<file path="config.mk">
export PLATFORM = sky130hd
export DESIGN_NAME = div_controller
export DESIGN_NICKNAME = d
export VERILOG_FILES = /design/src/rtl/div_pkg.sv /design/src/rtl/div_step.sv /design/src/rtl/div_controller.sv
export SDC_FILE = /design/constraint.sdc
export NUM_CORES = 1
export LEC_CHECK = 0
export ABC_AREA = 1
export BUFFER_PORTS_ARGS = -buffer_cell sky130_fd_sc_hd__buf_2
export CAP_MARGIN = 0
export CORE_ASPECT_RATIO = 1.75
export CORE_MARGIN = 2
export CORE_UTILIZATION = 55
export DETAILED_ROUTE_END_ITERATION = 10
export MAX_ROUTING_LAYER = met4
export PLACE_DENSITY = 0.87
export RECOVER_POWER = 100
export SLEW_MARGIN = 20
export SYNTH_ARGS = -nofsm -noshare
export SYNTH_HDL_FRONTEND = slang
export SYNTH_HIERARCHICAL = 1
export SYNTH_SLANG_ARGS = --single-unit
export TNS_END_PERCENT = 100
</file>
<file path="constraint.sdc">
create_clock -name clk -period 2.8 [get_ports clk]
set_input_delay 0.28 -clock clk [delete_from_list [all_inputs] [get_ports clk]]
set_output_delay 0.28 -clock clk [all_outputs]
set_load 0.01 [all_outputs]
</file>
<file path="src/rtl/div_pkg.sv">
// Shared definitions for the multi-cycle divider: FSM states, operand width,
// iteration count and the operand-magnitude helper.
package div_pkg;

    localparam int unsigned DIV_WIDTH = 32;
    localparam int unsigned DIV_ITERS = 32;
    localparam int unsigned CNT_WIDTH = 6;

    typedef enum logic [1:0] {
        IDLE,
        DIV_ON,
        DIV_ZERO,
        DIV_END
    } divState_t;

    function automatic logic [DIV_WIDTH-1:0] magnitude(
        input logic [DIV_WIDTH-1:0] value,
        input logic                 isSigned
    );
        return (isSigned && value[DIV_WIDTH-1]) ? -value : value;
    endfunction

endpackage

</file>
<file path="src/rtl/div_step.sv">
// One restoring shift-subtract step: brings in the next dividend bit,
// trial-subtracts the divisor and keeps the difference when it fits.
module div_step
    import div_pkg::*;
#(
    parameter int unsigned WIDTH = DIV_WIDTH
) (
    input  logic [WIDTH:0]   partRem,
    input  logic [WIDTH-1:0] quoIn,
    input  logic [WIDTH-1:0] divisorMag,
    output logic [WIDTH:0]   nextRem,
    output logic [WIDTH-1:0] nextQuo
);

    logic [WIDTH+1:0] shifted;
    logic [WIDTH+1:0] trial;
    logic             quoBit;

    // quoIn holds the unconsumed dividend bits at the top; the new quotient
    // bit enters at the bottom of nextQuo.
    always_comb begin
        shifted = {partRem, quoIn[WIDTH-1]};
        trial   = shifted - {2'b00, divisorMag};
        quoBit  = ~trial[WIDTH+1];
        nextRem = quoBit ? trial[WIDTH:0] : shifted[WIDTH:0];
        nextQuo = {quoIn[WIDTH-2:0], quoBit};
    end

endmodule

</file>
<file path="src/rtl/div_controller.sv">
// Multi-cycle DIV/DIVU unit: 32 restoring steps on operand magnitudes,
// sign fix-up on commit, divide-by-zero short path, annul and reset abort.
module div_controller
    import div_pkg::*;
(
    input  logic                 clk,
    input  logic                 rst,
    input  logic                 start,
    input  logic                 signed_div,
    input  logic [DIV_WIDTH-1:0] dividend,
    input  logic [DIV_WIDTH-1:0] divisor,
    input  logic                 annul,
    output logic                 busy,
    output logic                 result_valid,
    output logic [DIV_WIDTH-1:0] quotient,
    output logic [DIV_WIDTH-1:0] remainder,
    output logic                 div_by_zero
);

    divState_t            state;
    logic [CNT_WIDTH-1:0] count;
    logic [DIV_WIDTH:0]   partRem;
    logic [DIV_WIDTH-1:0] quoReg;
    logic [DIV_WIDTH-1:0] divisorMag;
    logic                 negQuo;
    logic                 negRem;
    logic [DIV_WIDTH:0]   stepRem;
    logic [DIV_WIDTH-1:0] stepQuo;
    logic [DIV_WIDTH-1:0] finalQuo;
    logic [DIV_WIDTH-1:0] finalRem;

    div_step #(.WIDTH(DIV_WIDTH)) u_step (
        .partRem   (partRem),
        .quoIn     (quoReg),
        .divisorMag(divisorMag),
        .nextRem   (stepRem),
        .nextQuo   (stepQuo)
    );

    // Result of the last step with signs restored, committed on entry to DIV_END.
    always_comb begin
        finalQuo = negQuo ? -stepQuo : stepQuo;
        finalRem = negRem ? -stepRem[DIV_WIDTH-1:0] : stepRem[DIV_WIDTH-1:0];
    end

    always_ff @(posedge clk) begin
        if (!rst) begin
            state        <= IDLE;
            count        <= '0;
            partRem      <= '0;
            quoReg       <= '0;
            divisorMag   <= '0;
            negQuo       <= 1'b0;
            negRem       <= 1'b0;
            busy         <= 1'b0;
            result_valid <= 1'b0;
            quotient     <= '0;
            remainder    <= '0;
            div_by_zero  <= 1'b0;
        end else begin
            result_valid <= 1'b0;
            case (state)
                IDLE: begin
                    if (start && !annul) begin
                        quoReg     <= magnitude(dividend, signed_div);
                        divisorMag <= magnitude(divisor, signed_div);
                        negQuo     <= signed_div & (dividend[DIV_WIDTH-1] ^ divisor[DIV_WIDTH-1]);
                        negRem     <= signed_div & dividend[DIV_WIDTH-1];
                        partRem    <= '0;
                        count      <= '0;
                        busy       <= 1'b1;
                        state      <= (divisor == '0) ? DIV_ZERO : DIV_ON;
                    end
                end
                DIV_ON: begin
                    if (annul) begin
                        busy  <= 1'b0;
                        state <= IDLE;
                    end else begin
                        partRem <= stepRem;
                        quoReg  <= stepQuo;
                        count   <= count + 1'b1;
                        if (count == CNT_WIDTH'(DIV_ITERS - 1)) begin
                            busy         <= 1'b0;
                            result_valid <= 1'b1;
                            quotient     <= finalQuo;
                            remainder    <= finalRem;
                            div_by_zero  <= 1'b0;
                            state        <= DIV_END;
                        end
                    end
                end
                DIV_ZERO: begin
                    busy <= 1'b0;
                    if (annul) begin
                        state <= IDLE;
                    end else begin
                        result_valid <= 1'b1;
                        quotient     <= '0;
                        remainder    <= '0;
                        div_by_zero  <= 1'b1;
                        state        <= DIV_END;
                    end
                end
                DIV_END: begin
                    state <= IDLE;
                end
                default: begin
                    busy  <= 1'b0;
                    state <= IDLE;
                end
            endcase
        end
    end

endmodule

</file>
==> results.cfg <==
[outcome]
status = finished, violations left
violations_in_the_final_reports = max-capacitance violations, max-slew violations, negative setup slack

[yosys]
synth_area_um2 = 13900
ys_seq_elements = 174
postSynthAreaPerCell_um2 = 5.89
yosysSeqAreaShare_pct = 25.0
dominantRegCellSynth = sky130_fd_sc_hd__dfxtp_1
synth_largest_type_area_fraction_pct = 25.0
netlist.top_cell.by_area = sky130_fd_sc_hd__dfxtp_1
edff_count_synth = 0
synthTopCellsByArea = sky130_fd_sc_hd__dfxtp_1 25%, sky130_fd_sc_hd__nand2_1 19%, sky130_fd_sc_hd__nand3_1 9.8%
asyncSetResetFlopFracSynth_pct = 0
post_synth_inst_count = 2366
netlist-cell-type-count = 48
synth.net_count = 2477
ys_warn_count = 6

[cells_and_area]
fin_util_pct = 75.1
total_area_of_multi_input_combinational_cells_um2 = 9910
num-fill-cells = 2031
sequential_cell_area_um2 = 3530
area.growth.synth_to_final_pct = 35.1
finalNetCount = 2840
insertedDiodeCount = 0
layout_cells_sized_above_1_pct = 27.7

[pwr]
clkPwrFrac_pct = 15.3
combPwrFrac_pct = 61.8
power.net_switching_mw = 7.76
p_int_mw = 7.51
power_density_nw_per_um2 = 811
ir_worst_vdd_uv = 719
swShare_pct = 50.8
power.total_mw = 15.3
p_leak_nw = 9.01
sequentialPowerShare_pct = 22.9

[timing]
finalCritPeriodShare_pct = 119
unrepaired_setup_endpoints_after_global_routing = true
report.final.hold_viol_count = 0
timing.final.max_slew_violations = 70
final_hold_slack_ns = 0.102
timing.final.setup_violations = 65
timing.max_slew.rel_slack_pct = -7.93
fmax_mhz = 300
worst_slack_ns = -0.534
worst_clock_skew_ns = 0.00980
worstMarginPinSlew_ns = 1.62
post-route-min-period_ns = 3.33

[critical_path]
worst_ep_arrival_time_ns = 3.66
required_time_worst_endpoint_ns = 3.12
timing.critical_path.from_type = flop
worst_setup_path_end_kind = flop
timing.setup.critical_path_class = reg2reg
worstPathMaxFanout = 6

[placed_design]
place_congestion = 1.07
dp_hpwl_um = 44100
numPortBuffers = 135

[global_routing]
grt_antenna_before_repair = 0
grt_total_usage_pct = 44.2
grt_first_pass_wirelength_um = 90000
largest_net_degree_at_the_start_of_global_routing = 131
grt-ovfl-total = 0
grt_pass1_vias = 17200

[cts]
cts_htree_levels = 4
cts_num_sinks = 174
cts.root.buffer_cell = sky130_fd_sc_hd__clkbuf_16
clock_path_buffers = 2
worst_skew_pair.late_latency_ns = 0.47
tritoncts = yes
cts-buffers-inserted = 17
clock_pin_slew_of_the_registers_on_the_worst_case_setup_and_hold_paths_ns = 0.07

[die]
placementRows = 77
floorplan.core_area_um2 = 25000
initial_core_util_pct = 55.6
die_area_um2 = 26700
ios = 136
width_of_the_die_um = 124
die-height_um = 214

[routing]
totalWireLength_um = 61100
drt_iter0_drc = 1728
drt_drc_violations_left = 0
vias = 17800
avgRoutedWirePerCell_um = 20.0
drt-pass1-iter-count = 6
antenna_left = 0
post_drt_via_cell_ratio = 5.83

[job]
drv.max_cap_violation_count = 1

[min_path]
hold_path.class = in2reg
[cells in the mapped netlist, types with 2 or more instances]
| library cell | count |
|---|---|
| sky130_fd_sc_hd__a21oi_1 | 211 |
| sky130_fd_sc_hd__a21oi_2 | 10 |
| sky130_fd_sc_hd__a2bb2oi_1 | 2 |
| sky130_fd_sc_hd__a31oi_1 | 2 |
| sky130_fd_sc_hd__and2_1 | 11 |
| sky130_fd_sc_hd__buf_1 | 7 |
| sky130_fd_sc_hd__buf_12 | 2 |
| sky130_fd_sc_hd__buf_2 | 20 |
| sky130_fd_sc_hd__buf_4 | 42 |
| sky130_fd_sc_hd__buf_6 | 8 |
| sky130_fd_sc_hd__clkbuf_1 | 41 |
| sky130_fd_sc_hd__dfxtp_1 | 174 |
| sky130_fd_sc_hd__ha_1 | 41 |
| sky130_fd_sc_hd__inv_1 | 308 |
| sky130_fd_sc_hd__inv_2 | 5 |
| sky130_fd_sc_hd__nand2_1 | 716 |
| sky130_fd_sc_hd__nand2_2 | 11 |
| sky130_fd_sc_hd__nand2_4 | 3 |
| sky130_fd_sc_hd__nand3_1 | 274 |
| sky130_fd_sc_hd__nand3_2 | 17 |
| sky130_fd_sc_hd__nand3b_1 | 4 |
| sky130_fd_sc_hd__nand4_1 | 31 |
| sky130_fd_sc_hd__nor2_1 | 198 |
| sky130_fd_sc_hd__nor2_2 | 6 |
| sky130_fd_sc_hd__nor2_4 | 2 |
| sky130_fd_sc_hd__nor3_1 | 19 |
| sky130_fd_sc_hd__nor3_2 | 3 |
| sky130_fd_sc_hd__o211ai_1 | 18 |
| sky130_fd_sc_hd__o21a_1 | 8 |
| sky130_fd_sc_hd__o21ai_0 | 88 |
| sky130_fd_sc_hd__o21ai_1 | 8 |
| sky130_fd_sc_hd__o21bai_1 | 5 |
| sky130_fd_sc_hd__o221ai_1 | 2 |
| sky130_fd_sc_hd__or2_2 | 9 |
| sky130_fd_sc_hd__or3_1 | 2 |
| sky130_fd_sc_hd__xnor2_1 | 9 |
| sky130_fd_sc_hd__xor2_1 | 38 |
[critical path, stage by stage, from the launching register on]
cell,delay [ns]
sky130_fd_sc_hd__dfxtp_4,0.45
sky130_fd_sc_hd__inv_4,0.05
sky130_fd_sc_hd__ha_4,0.28
sky130_fd_sc_hd__inv_4,0.04
sky130_fd_sc_hd__nor3_4,0.17
sky130_fd_sc_hd__nand2_2,0.12
sky130_fd_sc_hd__nor3_4,0.17
sky130_fd_sc_hd__nand2_4,0.10
sky130_fd_sc_hd__buf_12,0.14
sky130_fd_sc_hd__nand2_8,0.16
sky130_fd_sc_hd__nand2_4,0.14
sky130_fd_sc_hd__nand3_1,0.15
sky130_fd_sc_hd__nand2_2,0.11
sky130_fd_sc_hd__nor2_2,0.12
sky130_fd_sc_hd__nand2_1,0.08
sky130_fd_sc_hd__nor2_2,0.14
sky130_fd_sc_hd__nand2_1,0.11
sky130_fd_sc_hd__nand2_1,0.13
sky130_fd_sc_hd__a21oi_1,0.10
sky130_fd_sc_hd__o21ai_1,0.16
sky130_fd_sc_hd__buf_4,0.19
sky130_fd_sc_hd__a21oi_1,0.06
[final timing paths]
| kind | cells past startpoint | slack, ns | endpoint | startpoint |
|---|---|---|---|---|
| worst min-delay path | 3 | 0.10 | divisorMag[0] | divisor[0] |
| worst max register to register | 21 | -0.53 | remainder[11] | divisorMag[31] |
| worst min register to register | 2 | 0.47 | quotient[3] | quotient[3] |
| worst max-delay path | 21 | -0.53 | remainder[11] | divisorMag[31] |
[cell usage in the layout, fill, tap and decap left out, types with 36 or more instances in the layout]
cell	n
sky130_fd_sc_hd__xor2_1	37
sky130_fd_sc_hd__inv_1	277
sky130_fd_sc_hd__o21ai_0	72
sky130_fd_sc_hd__nand3_1	240
sky130_fd_sc_hd__nand2_1	648
sky130_fd_sc_hd__nand2_2	61
sky130_fd_sc_hd__buf_2	68
sky130_fd_sc_hd__dfxtp_1	141
sky130_fd_sc_hd__nand3_2	36
sky130_fd_sc_hd__clkbuf_1	68
sky130_fd_sc_hd__buf_4	294
sky130_fd_sc_hd__nor2_1	162
sky130_fd_sc_hd__a21oi_1	196
[logic make-up after synthesis]
group	after synthesis	synth area share, %
buffers and inverters	435	13.7
adder cells (fa/ha/maj)	42	3.83
XOR/XNOR	47	2.96
flip-flops	174	25.0
AO/OA/AOI/OAI	360	14.0
AND/OR/NAND/NOR	1308	40.5
[per-layer routing]
| metal | part of all wire (%) | global-route usage [%] | vias up |
|---|---|---|---|
| li1 | - | - | 8300 |
| met1 | 32 | 39.8 | 8136 |
| met2 | 49 | 76.9 | 947 |
| met3 | 6.4 | 7.68 | 432 |
| met4 | 13 | 42.2 | 0 |
| met5 | 0 | - | - |
[metrics by stage]
| step | cell area (um^2) | TNS, ns | instances | setup slack (ns) |
|---|---|---|---|---|
| detailed placement | 16900 | -39.07 | 2975 | -0.820 |
| CTS | 18300 | -6.71 | 3044 | -0.289 |
| finish | 18800 | -17.95 | 3057 | -0.534 |
| global placement | 16900 | -33.43 | 2975 | -0.722 |
| global route | 18800 | -28.32 | 3057 | -0.678 |
| floorplan | 14400 | 0 | 2366 | 0.00265 |
[power groups by stage]
stage               logic [mW]  clock network, mW  registers (mW)
finish                    9.43               2.34            3.50
global placement          7.92                  0            3.43
global route              10.2               2.43            3.49
detailed placement        8.02                  0            3.43
floorplan                 5.42                  0            3.14
CTS                       8.66               2.33            3.40
[cell type report]
class / instances / area share [%]
timing repair buffer: 459 / 17.1
tap: 316 / 2.10
sequential: 174 / 18.8
clock inverter: 13 / 0.585
inverter: 315 / 6.39
clock buffer: 18 / 2.33
multi-input combinational: 1762 / 52.7
[registers in the layout, indices dropped and copies added, names as in the netlist]
signal        flops
remainder        32
count             6
quoReg           32
state             2
negQuo            1
negRem            1
busy              1
partRem          33
div_by_zero       1
result_valid      1
quotient         32
divisorMag       32
[timing repair]
action / 4_1_cts / 5_1_grt
pin swaps: 58 / 38
gates resized for setup: 165 / 143
setup endpoints to repair: 87 / 73
buffers inserted: 36 / 15
cloned: 5 / 3
hold buffers: 0 / 0
No activity file was read; power rests on OpenSTA's default activity.
